**src/rtl/hilo_unit.sv**
```systemverilog
// HI/LO front-end for the pipelined 32x32 multiplier: latches operands, issues the start
// pulse, captures the 64-bit product and stalls EX while a multiply is outstanding.
module hilo_unit #(
  parameter int MAX_WAIT = 16
) (
  input  logic        clk,
  input  logic        reset,
  input  logic        req_valid,
  input  logic [2:0]  req_op,
  input  logic [31:0] req_rs,
  input  logic [31:0] req_rt,
  output logic        stall,
  output logic [31:0] rd_data,
  output logic        rd_valid,
  output logic        mul_start,
  output logic        mul_ena,
  output logic        mul_signed,
  output logic [31:0] mul_a,
  output logic [31:0] mul_b,
  input  logic [63:0] mul_z,
  input  logic        mul_finish,
  input  logic        mul_busy,
  output logic [31:0] hi,
  output logic [31:0] lo,
  output logic        err
);

  typedef enum logic [1:0] {IDLE = 2'd0, ISSUE = 2'd1, WAIT = 2'd2} state_t;

  localparam logic [2:0] OP_NOP   = 3'd0;
  localparam logic [2:0] OP_MULT  = 3'd1;
  localparam logic [2:0] OP_MULTU = 3'd2;
  localparam logic [2:0] OP_MTHI  = 3'd3;
  localparam logic [2:0] OP_MTLO  = 3'd4;
  localparam logic [2:0] OP_MFHI  = 3'd5;
  localparam logic [2:0] OP_MFLO  = 3'd6;
  localparam logic [2:0] OP_RSVD  = 3'd7;
  localparam logic [7:0] WAIT_LAST = 8'(MAX_WAIT - 1);

  state_t     state, state_nxt;
  logic [7:0] wait_cnt, wait_cnt_nxt;
  logic       hilo_op, is_mul, accept, capture, abort;
  logic       unused_busy;

  assign unused_busy = mul_busy;

  assign hilo_op = req_valid && (req_op != OP_NOP) && (req_op != OP_RSVD);
  assign stall   = hilo_op && (state != IDLE);
  assign accept  = hilo_op && (state == IDLE);
  assign is_mul  = (req_op == OP_MULT) || (req_op == OP_MULTU);
  assign capture = (state == WAIT) && mul_finish;
  assign abort   = (state == WAIT) && !mul_finish && (wait_cnt == WAIT_LAST);

  assign mul_start = (state == ISSUE);
  assign mul_ena   = (state != IDLE);

  // MF returns the registered value; an MT in the same cycle only lands at the edge.
  always_comb begin
    rd_valid = 1'b0;
    rd_data  = '0;
    if (reset && accept) begin
      if (req_op == OP_MFHI) begin
        rd_valid = 1'b1;
        rd_data  = hi;
      end else if (req_op == OP_MFLO) begin
        rd_valid = 1'b1;
        rd_data  = lo;
      end
    end
  end

  always_comb begin
    state_nxt    = state;
    wait_cnt_nxt = wait_cnt;
    unique case (state)
      IDLE: begin
        if (accept && is_mul) state_nxt = ISSUE;
      end
      ISSUE: begin
        state_nxt    = WAIT;
        wait_cnt_nxt = '0;
      end
      WAIT: begin
        if (capture || abort) state_nxt = IDLE;
        else                  wait_cnt_nxt = wait_cnt + 8'd1;
      end
      default: state_nxt = IDLE;
    endcase
  end

  always_ff @(posedge clk or negedge reset) begin
    if (!reset) begin
      state    <= IDLE;
      wait_cnt <= '0;
      err      <= 1'b0;
    end else begin
      state    <= state_nxt;
      wait_cnt <= wait_cnt_nxt;
      if (abort) err <= 1'b1;
    end
  end

  // Operands stay frozen from acceptance until the unit is back in IDLE.
  always_ff @(posedge clk or negedge reset) begin
    if (!reset) begin
      mul_a      <= '0;
      mul_b      <= '0;
      mul_signed <= 1'b0;
      hi         <= '0;
      lo         <= '0;
    end else begin
      if (accept && is_mul) begin
        mul_a      <= req_rs;
        mul_b      <= req_rt;
        mul_signed <= (req_op == OP_MULT);
      end
      if (capture) begin
        hi <= mul_z[63:32];
        lo <= mul_z[31:0];
      end else if (accept && (req_op == OP_MTHI)) begin
        hi <= req_rs;
      end else if (accept && (req_op == OP_MTLO)) begin
        lo <= req_rs;
      end
    end
  end

endmodule

```
**config.mk**
```make
export PLATFORM = sky130hd
export DESIGN_NAME = hilo_unit
export DESIGN_NICKNAME = d
export VERILOG_FILES = /design/src/rtl/hilo_unit.sv
export SDC_FILE = /design/constraint.sdc
export NUM_CORES = 1
export LEC_CHECK = 0
export CORE_UTILIZATION = 42
export DETAILED_ROUTE_END_ITERATION = 7
export PLACE_DENSITY = 0.79
export SETUP_SLACK_MARGIN = 0.02
export SYNTH_ARGS = -nofsm -noshare
export SYNTH_HDL_FRONTEND = slang
export SYNTH_SLANG_ARGS = --single-unit
```
**constraint.sdc**
```tcl
create_clock -name clk -period 2.6 [get_ports clk]
set_clock_uncertainty 0.05 [all_clocks]
set_input_delay 0.78 -clock clk [delete_from_list [all_inputs] [get_ports clk]]
set_output_delay 0.78 -clock clk [all_outputs]
set_load 0.05 [all_outputs]
```
Word level (Yosys, flattened, before mapping)
Index checks and enable logic that the tools add are counted.
Word-level totals
  bits in registers: 140
  latch bits: 0
  RAM bits: 0
  bits in read-only memories: 0
  input port bits: 136
  output and inout bits: 166
  logic and storage cells: 62
  memories: 0
Operators by class
  add/subtract/negate cells: 1
  multipliers: 0
  divide/modulo/power cells: 0
  $lt $le $gt $ge: 0
  equality and inequality tests: 14
  shift operators: 0
  mux-type cells: 16
  bitwise logic cells: 0
  reductions and logical operators: 23
Operators with widths (count)
  32-bit 2-to-1 mux: 8
  8-bit case mux with 2 select lines: 1
  1-bit logical AND: 11
  3-bit equality test, second input constant: 3
  8-bit by 1-bit adder with 8-bit output, second input constant: 1
  8-bit by 4-bit equality test with 1-bit output, second input constant: 1
  8-bit 2-to-1 mux: 1
  2-bit nonzero test: 4
  3-bit by 2-bit equality test with 1-bit output, second input constant: 2
  2-bit case mux with 3 select lines: 1
  2-bit AND reduction: 3
  2-bit 2-to-1 mux: 2
  2-bit by 1-bit != test with 1-bit output, second input constant: 2
  2-bit != test, second input constant: 2
  3-bit by 1-bit equality test with 1-bit output, second input constant: 1
  1-bit 2-to-1 mux: 3
  3-bit != test, second input constant: 1
  3-bit nonzero test: 1
  2-bit by 1-bit equality test with 1-bit output, second input constant: 1
  2-bit equality test, second input constant: 1
  2-bit zero test: 1
  1-bit logical OR: 2
  1-bit zero test: 1

Longest topological paths before layout
  word-level depth: 8
  mapped depth: 6
  gate-level depth less buffers: 4

Worst setup path after synthesis
OpenSTA, ideal clock, no wires.
  path kind: input to output
  from: in req_valid
  to: out rd_data[10]
  arrival: 2.196 ns
  data required time: 1.770 ns
  path slack: -0.426 ns
  stages on the path: 5
  path buffers: 2
  cell sequence: and4bb_2 > clkbuf_1 > nand2_1 > buf_1 > nor2_1
On the way
  word-level cells in the longest chain between the ends: 5
Ends and longest elaborated chain
  start, declared: line 8  | input logic req_valid,
  1-bit logical AND (2 in a row): line 47  | assign hilo_op = req_valid && (req_op != OP_NOP) && (req_op != OP_RSVD);
  1-bit logical AND: line 49  | assign accept = hilo_op && (state == IDLE);
  1-bit logical AND: line 61  | if (reset && accept) begin
  32-bit 2-to-1 mux: line 61
  end, declared: line 13  | output logic [31:0] rd_data,
Every way passes these cells.

Final worst setup path
  from: in req_op[0]
  to: out rd_data[22]
On the way
  word-level cells in the longest chain between the ends: 6
  elaborated cells between the ends (all ways): 11
  those cells by class: eq/ne (3); mux (3); reduce/logical (5)
Ends and longest elaborated chain
  start, declared: line 9  | input logic [2:0] req_op,
  3-bit nonzero test: line 47
  1-bit logical AND (2 in a row): line 47
  1-bit logical AND: line 49
  1-bit logical AND: line 61
  32-bit 2-to-1 mux *: line 61
Mark *: on every way between the ends. The rest lies on a longest branch, timed or not.

==> results.md <==
- Hold Slack: 420 ps
- Failing checks: negative setup slack
- Vias in the first global route: 6990
- CP Max Fanout: 5
- Syn_area_per_cell: 10.4 um2
- Worst-margin pin slew: 770 ps
- FFs w/ async S/R, synth: 100%
- Post-DR wirelength/cell: 22.3 um
- Number of flops mapped to enable cells by yosys: 0
- Post-synthesis mux area share: 14.0%
- Compound-Gate Fraction of Synth Area: 15.9%
- Met1 GRT Util: 37.8%
- Post-synth top cells: 140 x dfrtp_1, 97 x nor2_1, 68 x o21ai_0
- Syn Nets: 781
- Number of top-level pins: 302
- Met2 Use GR: 55.4%
- R2r setup slk: 520 ps
- Cells on worst reg2reg path: 6
- Die Width: 129 um
- Placed Instances: 1133
- Synthesis-to-layout area growth: 76.7%
- Antenna cells: 0
- Final ANT Viol Nets: 0
- # setup viols final: 24
- Worst hold-check path type: flop to flop
- GR Layer Usage met3: 8.86%
- Lkg Pwr: 0.00484 uW
- Mapped Area: 6730 um2
- Core Region: 15400 um2
- Initial antenna violation count: 0
- Hold Path Origin: err$_DFFE_PN0P_
- Library cells used by synthesis: 41
- Yosys top cell area share: 52.1%
- Layout cells sized above 1: 27.7%
- GPL Wtd Cong: 0.822
- Via-per-instance ratio: 5.79
- CP arrival: 1840 ps
- Max_slew headroom: 48.7%
- Cells after Synth: 644
- Slew Limit Fails: 0
- Routed WL: 26300 um
- Net count, final: 1093
- Most used DFF post-synth: dfrtp_1
- Initial Util: 43.6%
- Iter 0 DRT Violations: 573
- Clk_lat worst skew: 420 ps
- DRC viols: 0
- Total via count in the routed design: 6829
- Largest family of logic cells by synthesized area: compound AO/OA/AOI/OAI gates
- Simple-gate share of the synthesized area: 13.5%
- Fmax: 374 MHz
- Filler Cell Count: 1026
- Dpl ws: -548 ps
- CTS Buf Count: 17
- Fin crit share: 103%
- Die Height: 129 um
- Hold path cells: 2
- Grt ovf: 0
- Final worst-path setup slack: -74.3 ps
- Post-synth top area cell: dfrtp_1
- Fin crit period: 2670 ps
- Largest net degree at the start of global routing: 141
- RR Endpoint: hi[26]$_DFFE_PN0P_
- Die Area: 16500 um2
- CP Data Required Time: 1770 ps
- Total track usage: 32.4%
- Reg2reg start: state[1]$_DFFE_PN0P_
- RSZ-0062 raised after global routing: true
- Seq/Total Area, Yosys: 52.1%
- Port bufs: 300
- H-tree levels: 4
- Max-Cap Viols: 0
- Worst path cell trace: buf_6, buf_6, nor2b_4, buf_12, buf_12, buf_16, a22oi_2, nor2_4, buf_12
- Reg clk slew, reported paths: 60 ps
- Final Hold Viols: 0
- Power density cells: 973 nW/um2
- Drt pass-1 iters: 7
- Final Util: 77.0%
- Clock Path Buffers: 2
- Worst path top cell family by delay: buffers and inverters
- Type of origin of the critical path: primary input
- Root Buffer: clkbuf_16
- Buf/Inv on CP: 6
- Detailed Place HPWL: 16500 um
- YS warnings: 0
- Setup Crit Path Kind: primary input to primary output
- Site row count: 45
- Xor and xnor area share after synthesis: 0%
- Top Usage Layer GRT: met2
- Master of the slowest instance on the critical path: buf_12
- CTS tree: done
- Sink Count: 140
- Overall Power: 11600 uW
- Worst path max stage delay: 140 ps
- Post-cts hold buffer count: 0
- Cell mode on critical path: buf_12
- First-pass GRT wire length: 39700 um
- Flops & latches, synth: 140
- Worst vdd ir: 0.673 mV
- Post-synthesis adder-cell area fraction: 0.186%
- Hold Path End: err$_DFFE_PN0P_
- Most common cell in the netlist: dfrtp_1
- Critical Path End Type: primary output
- Status: complete, but fails checks
- Final Non-Filler Cells: 1179
- Leading post-synthesis cells by cell area: dfrtp_1 52%, mux2_4 11%, a31oi_1 6.0%, nor2_1 5.4%, o21ai_0 5.1%
cell families (layout without fill, tap and decap cells):
group                    Yosys count  in the layout
buffers and inverters             64            388
flip-flops                       140            140
AO/OA/AOI/OAI                    176            176
AND/OR/NAND/NOR                  195            195
multiplexers                      68             68
adder cells (fa/ha/maj)            1              1
cell usage in the layout (no fill, tap or decap), drive strengths merged, types with 5 or more instances in the layout:
master / synthesis / routed
o21ai: 69 / 69
inv: 4 / 6
nand2: 11 / 11
mux2: 64 / 64
buf: 10 / 93
a31oi: 64 / 64
nand3: 66 / 66
a22oi: 32 / 32
dfrtp: 140 / 140
clkdlybuf4s50: 0 / 257
clkinvlp: 0 / 5
nor2: 97 / 97
clkbuf: 50 / 20
flip-flops by register name, summed over array words and instances, names as in the netlist:
register,flops
hi,32
lo,32
mul_a,32
mul_b,32
wait_cnt,8
state,2
err,1
mul_signed,1
metrics by stage:
| stage | TNS (ps) | cell area, um2 |
|---|---|---|
| floorplan | 0 | 7010 |
| global placement | -26630 | 10700 |
| detailed placement | -29280 | 10700 |
| CTS | -1110 | 11900 |
| global route | -2070 | 11900 |
| finish | -684 | 11900 |
how the worst max path moves through the flow:
stage | startpoint | end | slack (ps) | cells past startpoint
final | req_op[0] | rd_data[22] | -70 | 9
after global routing | req_op[0] | rd_data[22] | -100 | 9
after CTS | state[1]$_DFFE_PN0P_ | rd_data[22] | -120 | 6
after detailed placement | req_op[1] | rd_data[31] | -550 | 6
after global placement | req_op[1] | rd_data[31] | -530 | 6
after floorplan | req_valid | rd_data[11] | 30 | 5
worst reg2reg max path, cell delays in order, from the launching register on:
cell and delay [ps]:
dfrtp_1 380, buf_4 130, buf_4 150, or4b_2 660
buf_4 250, o21ai_0 190, a31oi_1 120
where the power goes:
part	internal, uW	switching (uW)
logic	2090	3490
registers	2850	600
clock network	1560	970
repair_timing:
action | in CTS | in global routing
endpoints found under the setup margin | 34 | 36
gates resized for setup | 79 | 5
setup buffers | 11 | 2
pin swaps | 27 | 21
gates cloned | 7 | 1
cell type report:
type | instances | area (um2) | share of cell area, %
Clock buffer | 19 | 453 | 3.81
Multi-Input combinational cell | 440 | 3400 | 28.6
Inverter | 4 | 15.0 | 0.126
Tap cell | 211 | 264 | 2.22
Clock inverter | 12 | 163 | 1.37
Sequential cell | 140 | 3500 | 29.5
Timing Repair Buffer | 353 | 4080 | 34.4
per-layer routing:
layer	share of wire [%]	up-vias	routed length, um
met5	0	-	0
met4	3.0	0	793
met2	50	448	13100
li1	-	2976	-
met1	38	3346	9950
met3	9.2	59	2410
Note: power is estimated with default switching activity, not from simulation.
